$ cat src/rtl/ksa_word_sequencer_pkg.sv
// Shared definitions for the byte-serial KSA word sequencer.
package ksa_word_sequencer_pkg;

  // Width of one KSA slice (one limb).
  localparam int KSA_W = 8;

  // Sequencer control states.
  typedef enum logic [1:0] {
    IDLE = 2'd0,
    RUN  = 2'd1,
    DONE = 2'd2
  } state_t;

endpackage

$ cat src/rtl/ksa_word_sequencer_ksa.sv
// 8-bit Kogge-Stone adder slice, purely combinational.
// The carry-in is folded into the bit-0 generate term, so each group
// generate at level 3 is directly the carry out of that bit position.
module ksa_word_sequencer_ksa
  import ksa_word_sequencer_pkg::*;
(
  input  logic [KSA_W-1:0] A,
  input  logic [KSA_W-1:0] B,
  input  logic             Cin,
  output logic [KSA_W-1:0] Sum,
  output logic             Cout
);

  logic [KSA_W-1:0] p0, g0, p1, g1, p2, g2, g3;

  // Bitwise propagate/generate, carry-in merged into bit 0.
  always_comb begin
    p0    = A ^ B;
    g0    = A & B;
    g0[0] = (A[0] & B[0]) | (p0[0] & Cin);
  end

  // Prefix level, span 1.
  always_comb begin
    g1 = g0;
    p1 = p0;
    for (int unsigned i = 1; i < KSA_W; i++) begin
      g1[i] = g0[i] | (p0[i] & g0[i-1]);
      p1[i] = p0[i] & p0[i-1];
    end
  end

  // Prefix level, span 2.
  always_comb begin
    g2 = g1;
    p2 = p1;
    for (int unsigned i = 2; i < KSA_W; i++) begin
      g2[i] = g1[i] | (p1[i] & g1[i-2]);
      p2[i] = p1[i] & p1[i-2];
    end
  end

  // Prefix level, span 4 (propagate no longer needed after this).
  always_comb begin
    g3 = g2;
    for (int unsigned i = 4; i < KSA_W; i++) begin
      g3[i] = g2[i] | (p2[i] & g2[i-4]);
    end
  end

  // Sum bits from propagate and incoming carries.
  always_comb begin
    Sum  = p0 ^ {g3[KSA_W-2:0], Cin};
    Cout = g3[KSA_W-1];
  end

endmodule

$ cat src/rtl/ksa_word_sequencer.sv
// Byte-serial multi-word adder: feeds one limb per cycle (LSB first)
// through a single 8-bit KSA slice, returning sum, carry-out and signed
// overflow over valid/ready handshakes.
module ksa_word_sequencer
  import ksa_word_sequencer_pkg::*;
#(
  parameter int NBYTES = 4
) (
  input  logic                      clk,
  input  logic                      rst,
  input  logic                      in_valid,
  output logic                      in_ready,
  input  logic [KSA_W*NBYTES-1:0]   A,
  input  logic [KSA_W*NBYTES-1:0]   B,
  input  logic                      Cin,
  output logic                      out_valid,
  input  logic                      out_ready,
  output logic [KSA_W*NBYTES-1:0]   Sum,
  output logic                      Cout,
  output logic                      Ovf
);

  localparam int W     = KSA_W * NBYTES;
  localparam int IDX_W = (NBYTES > 1) ? $clog2(NBYTES) : 1;
  localparam logic [IDX_W-1:0] LAST = IDX_W'(NBYTES - 1);

  state_t           state;
  logic [W-1:0]     a_sh;
  logic [W-1:0]     b_sh;
  logic             carry;
  logic [IDX_W-1:0] idx;
  logic             a_msb;
  logic             b_msb;
  logic [KSA_W-1:0] byte_sum;
  logic             byte_cout;

  ksa_word_sequencer_ksa u_ksa (
    .A    (a_sh[KSA_W-1:0]),
    .B    (b_sh[KSA_W-1:0]),
    .Cin  (carry),
    .Sum  (byte_sum),
    .Cout (byte_cout)
  );

  // Ready only in IDLE and never while reset is asserted.
  always_comb begin
    in_ready = (state == IDLE) && !rst;
  end

  // Control FSM with operand shift registers, carry chain and result registers.
  always_ff @(posedge clk) begin
    if (rst) begin
      state     <= IDLE;
      a_sh      <= '0;
      b_sh      <= '0;
      carry     <= 1'b0;
      idx       <= '0;
      a_msb     <= 1'b0;
      b_msb     <= 1'b0;
      out_valid <= 1'b0;
      Sum       <= '0;
      Cout      <= 1'b0;
      Ovf       <= 1'b0;
    end else begin
      case (state)
        IDLE: begin
          if (in_valid) begin
            a_sh  <= A;
            b_sh  <= B;
            carry <= Cin;
            idx   <= '0;
            a_msb <= A[W-1];
            b_msb <= B[W-1];
            state <= RUN;
          end
        end
        RUN: begin
          a_sh                    <= a_sh >> KSA_W;
          b_sh                    <= b_sh >> KSA_W;
          Sum[idx*KSA_W +: KSA_W] <= byte_sum;
          carry                   <= byte_cout;
          if (idx == LAST) begin
            state     <= DONE;
            out_valid <= 1'b1;
            Cout      <= byte_cout;
            // Top byte is being written this edge, so its MSB is the final sum MSB.
            Ovf       <= (a_msb == b_msb) && (byte_sum[KSA_W-1] != a_msb);
          end else begin
            idx <= idx + 1'b1;
          end
        end
        DONE: begin
          if (out_ready) begin
            out_valid <= 1'b0;
            state     <= IDLE;
          end
        end
        default: begin
          state     <= IDLE;
          out_valid <= 1'b0;
        end
      endcase
    end
  end

endmodule
$ cat config.mk
export PLATFORM = sky130hd
export DESIGN_NAME = ksa_word_sequencer
export DESIGN_NICKNAME = d
export VERILOG_FILES = /design/src/rtl/ksa_word_sequencer_pkg.sv /design/src/rtl/ksa_word_sequencer_ksa.sv /design/src/rtl/ksa_word_sequencer.sv
export SDC_FILE = /design/constraint.sdc
export NUM_CORES = 1
export LEC_CHECK = 0
export ABC_AREA = 1
export ABC_CLOCK_PERIOD_IN_PS = 2850
export CAP_MARGIN = 20
export CORE_MARGIN = 2
export CORE_UTILIZATION = 50
export DETAILED_ROUTE_END_ITERATION = 12
export GPL_ROUTABILITY_DRIVEN = 0
export PLACE_DENSITY = 0.79
export SKIP_CTS_REPAIR_TIMING = 1
export SLEW_MARGIN = 20
export SYNTH_ARGS = -nofsm -noshare
export SYNTH_HDL_FRONTEND = slang
export SYNTH_SLANG_ARGS = --single-unit
$ cat constraint.sdc
create_clock -name clk -period 2.85 [get_ports clk]
set_clock_uncertainty 0.2 [all_clocks]
set_input_delay 0.57 -clock clk [delete_from_list [all_inputs] [get_ports clk]]
set_output_delay 0.57 -clock clk [all_outputs]
set_load 0.01 [all_outputs]
[Yosys cells after proc, flatten, opt, wreduce, memory -nomap -nowiden]
Index checks and enable logic that the tools add are counted.
Operators by class
  $add $sub $neg: 2
  equality and inequality tests: 9
  shifts and indexed selects: 2
  multiplexer cells: 17
  bitwise operators: 51
  reductions and logical operators: 11
Operators by type and width (count)
  case mux 32 bit (2 select lines): 2
  two-way mux 32 bit: 2
  negator 5 -> 34 bit: 1
  variable shift 8 x 34 -> 32 bit (first input constant): 1
  variable part select 8 x 34 -> 32 bit: 1
  bitwise mux 32 bit: 1
  AND 1 bit: 29
  OR 1 bit: 18
  XOR 8 bit: 2
  two-way mux 2 bit: 5
  AND reduction 3 bit: 3
  AND 8 bit: 1
  inequality test 2 bit (second input constant): 4
  case mux 2 bit (3 select lines): 1
  AND reduction 2 bit: 3
  == test 2 bit (second input constant): 2
  case mux 2 bit (2 select lines): 1
  two-way mux 1 bit: 3
  case mux 1 bit (3 select lines): 1
  adder 2 x 1 -> 2 bit (second input constant): 1
  == test 2 x 1 -> 1 bit (second input constant): 1
  logical AND 1 bit: 2
  zero test 2 bit: 1
  case mux 1 bit (2 select lines): 1
  other kinds (5): 5
Word-level totals
  flip-flop bits (word level): 106
  output and inout bits: 36
  word-level logic and storage cells: 103

[Logic depth before layout (Yosys ltp)]
  depth after elaboration: 10
  mapped depth: 13
  mapped depth without buffers: 13

[Hierarchy]
A second synthesis with hierarchy kept.
Second synthesis, totals
  cell total of the unflattened synthesis: 809
  area total of the unflattened synthesis: 5257.5 µm²
Modules (own cells, without submodules)
  ksa_word_sequencer: instances 1, cells an instance 741, area each 4865.9 µm²
  ksa_word_sequencer_ksa: instances 1, cells an instance 68, area each 391.6 µm²

[Worst setup path before layout]
OpenSTA, ideal clock, no wires.
  path type: register to register
  from: register idx[0]
  to: register Sum[6]
  library setup time: 0.070 ns
  data arrival time: 1.852 ns
  data required time: 2.580 ns
  setup slack: 0.727 ns
  stages on the path, launching flop included: 7
  path buffers: 1
  clock period less this slack: 2.123 ns
  path through: dfxtp_1 -> buf_2 -> clkinv_1 -> ha_1 -> nor4_4 -> nand3_1 -> a21oi_1
Between the ends
  word-level cells in the longest chain between the ends: 3
RTL lines
  start, declared: line ksa_word_sequencer.sv:31  | logic [IDX_W-1:0] idx;
  start signal, assigned: line ksa_word_sequencer.sv:89  | idx <= idx + 1'b1;
  negator 5 -> 34 bit *: line ksa_word_sequencer.sv:80  | Sum[idx*KSA_W +: KSA_W] <= byte_sum;
  variable part select 8 x 34 -> 32 bit / variable shift 8 x 34 -> 32 bit (equally long branches): line ksa_word_sequencer.sv:80
  bitwise mux 32 bit *: line ksa_word_sequencer.sv:80
  end signal, assigned by index: line ksa_word_sequencer.sv:80
  end, declared: line ksa_word_sequencer.sv:18  | output logic [KSA_W*NBYTES-1:0] Sum,
Every way passes the cells marked *; elsewhere a longest branch is shown, timed or not.
A chain may end at the register's enable or synchronous reset.

[Final worst setup path]
Ends and elaborated chain as after synthesis.

==> impl_results.md <==
* Status: finished, final reports clean
* Overflow after GRT at 0
* R2R Setup Slk at approximately 0.30 ns
* Routed len/inst at 14.13 um
* Via/cell ratio at 5.385
* 1st-iter DRT viols at 263
* Count leader, synth: nand2_1
* 1st-pass router iterations at 6
* Switch share at 0.2923
* Slowest cell on crit path: dfxtp_1
* Top cell type by total area after synthesis: dfxtp_1
* Tcrit/Tclk final at 0.8951
* Hold depth at 2
* Nets at 786
* Top post-synthesis cells by area: dfxtp_1, nand2_1, a31oi_1, a21oi_1, o21ai_0
* Setup TNS at 0 ns
* Minimum clock period after layout at 2.551 ns
* Clock Latency Late Sink at 0.36 ns
* CP Capture Type: register
* Combinational power share at 0.199
* Worst R2R End: Sum[6]
* Final antenna-violating net count at 0
* Leak at 2.280 nW
* Area after DPL at 5731 sq um
* Largest net degree at the start of global routing at 80
* TritonCTS Buffers at 9
* Rel. slew slack at 0.5730
* Number of global-route vias before repair at slightly above 4k
* Worst endpoint data arrival time at 2.64 ns
* Reg2Reg Depth at 5
* Worst Hold Class: register to register
* Synthesized area per cell at 7.613 sq um
* # setup viols final at 0
* Pint at roughly 2.3 mW
* Starting Density at 0.5107
* Seq/Total Area, Yosys at 0.4540
* Peak supply drop at between 0.0002 and 0.00025 V
* Max Cap Viol at 0
* Distinct cells, synth at 32
* Reg-to-Reg Start: idx[0]
* Die X-Extent at 100.7 um
* Crit-path cells: clkinv_1 -> ha_1 -> nor4_4 -> nand3_1 -> a21oi_1
* Ant. Diodes at 0
* Antenna violations before repair at 0
* Sequential Power Share at 0.514
* Final Hold Fails at 0
* Top-area cell type share of the netlist area at 0.4540
* Actual slew at the worst max-slew pin at between 0.6 and 0.7 ns
* CTS max path bufs at 2
* Layout Cells excl Fill at roughly 800
* Clock Pin Slew Worst Setup and Hold Paths at 0.09 ns
* CTS tree: yes
* Gr usage total at 0.2337
* Die height at between 100 and 150 um
* # DRC at 0
* Setup crit start: idx[0]
* Post-synth top cells: nand2_1, dfxtp_1, a21oi_1, a31oi_1, o21ai_0
* # H-tree levels at 3
* CP startpoint kind: register
* Cell Pwr Density at 542.9 nW/um^2
* Yosys reg bits at approximately 110
* Critical Path RT at 2.94 ns
* Detailed Route WL at 11.53 mm
* Total clock sinks at between 100 and 150
* Clock power frac at 0.287
* Rows at 35
* Syn Inst Count at 614
* Layout Cell Area excl Fill at 5924 sq um
* Crit path kind: register to register
* Die ar. at 10140 sq um
* Fmax at 0.3920 GHz
* Net load switching power at 940.3 uW
* Largest stage delay on the critical path at 0.63 ns
* Synth Flop Type: dfxtp_1
* End of the critical path: Sum[6]
* Number of flops mapped to enable cells by yosys at 0
* Area Growth Syn to Fin at 26.74%
* Syn. warnings at 0
* Layout cells sized above 1 at 0.05674
* Post-DP HPWL at 8.288 mm
* Worst Path Max Fanout at 12
* Placeable Area at 9153 sq um
* Async SR Flop Fraction at 0
* Cell area after synthesis at 4674 sq um
* Placed Cells at 802
* Buffers on Ports at around 100
* Vias after detailed routing at roughly 4.4k
* Global-route wire length before repair at about 19 mm
* Mapped Nets at 698
* I/O pins at between 100 and 150
* RSZ-0062 raised after global routing: false
* CTS root buf: clkbuf_8
* Slew Limit Fails at 0
-- critical path: cells and delay by family (launching register included) --
kind	cells	cell delay (ns)
adder cells (fa/ha/maj)	1	0.51
AO/OA/AOI/OAI	1	0.14
buffers and inverters	1	0.39
flip-flops	1	0.63
AND/OR/NAND/NOR	2	0.61
-- power by group through the flow --
stage	sequential (mW)	combinational, mW	clock (mW)
finish	1.65	0.639	0.923
CTS	1.65	0.635	0.934
global route	1.67	0.714	0.984
global placement	1.69	0.610	0
floorplan	1.67	0.431	0
detailed placement	1.69	0.629	0
-- cell families (layout without fill, tap and decap cells) --
group           count (synthesis)  in the layout  synth area share
buf+inv                        64            155           0.06504
simple gates                  264            264            0.2420
flops                         106            106            0.4540
xor+xnor                        3              3          0.005622
compound gates                162            162            0.1900
fa+ha+maj                      15             15           0.04336
-- registers in the layout (all words and copies together), names as in the netlist --
register and flops:
Sum 32, state 2, Ovf 1, idx 2, out_valid 1, a_sh 32
carry 1, b_msb 1, Cout 1, a_msb 1, b_sh 32
-- cell usage in the layout, fill, tap and decap left out, types with 2 or more instances in the layout --
master	instances
xnor2_1	2
nand2_1	205
a31oi_1	48
buf_4	8
nand3_1	21
inv_2	3
nor2_1	16
dfxtp_1	106
clkbuf_8	10
nand2_4	3
o21ai_0	43
o21ai_1	8
inv_1	23
clkdlybuf4s50_1	103
ha_1	13
nor3_1	2
a22oi_1	3
nand4_1	6
nor2_4	6
fa_1	2
a21oi_1	57
-- stage by stage --
step / utilization / hold slack [ns] / power, mW / setup slack (ns)
final: 0.6473 / 0.2656 / 3.216 / 0.2989
after detailed placement: 0.6261 / 0.2542 / 2.316 / 0.3002
after global placement: 0.6261 / 0.2483 / 2.295 / 0.3934
after CTS: 0.6469 / 0.2667 / 3.222 / 0.2357
after global routing: 0.6473 / 0.2796 / 3.366 / 0.09239
after floorplan: - / 0.2400 / 2.098 / 0.7274
-- routing by layer --
metal	global-route usage	wire, um	share of wire
met3	0.02774	611	0.053
met4	0.08008	176	0.015
met1	0.3243	5321	0.46
met2	0.3779	5417	0.47
met5	0	0	0
-- worst min path at each step --
| stage | startpoint | end | slack [ns] |
|---|---|---|---|
| after floorplan | b_sh[24] | b_sh[24] | 0.24 |
| after global placement | a_sh[29] | a_sh[29] | 0.25 |
| after detailed placement | a_sh[25] | a_sh[25] | 0.25 |
| after CTS | a_sh[25] | a_sh[25] | 0.27 |
| after global routing | b_sh[29] | b_sh[29] | 0.28 |
| final | a_sh[30] | a_sh[30] | 0.27 |
-- cell type report --
type,count,area (sq um)
Multi-Input combinational cell,444,2248
Tap cell,111,138.9
Clock buffer,10,137.6
Timing Repair Buffer,113,1116
Sequential cell,106,2122
Clock inverter,4,52.55
Fill cell,800,3228
Inverter,28,108.9
Note: power is estimated with default switching activity, not from simulation.
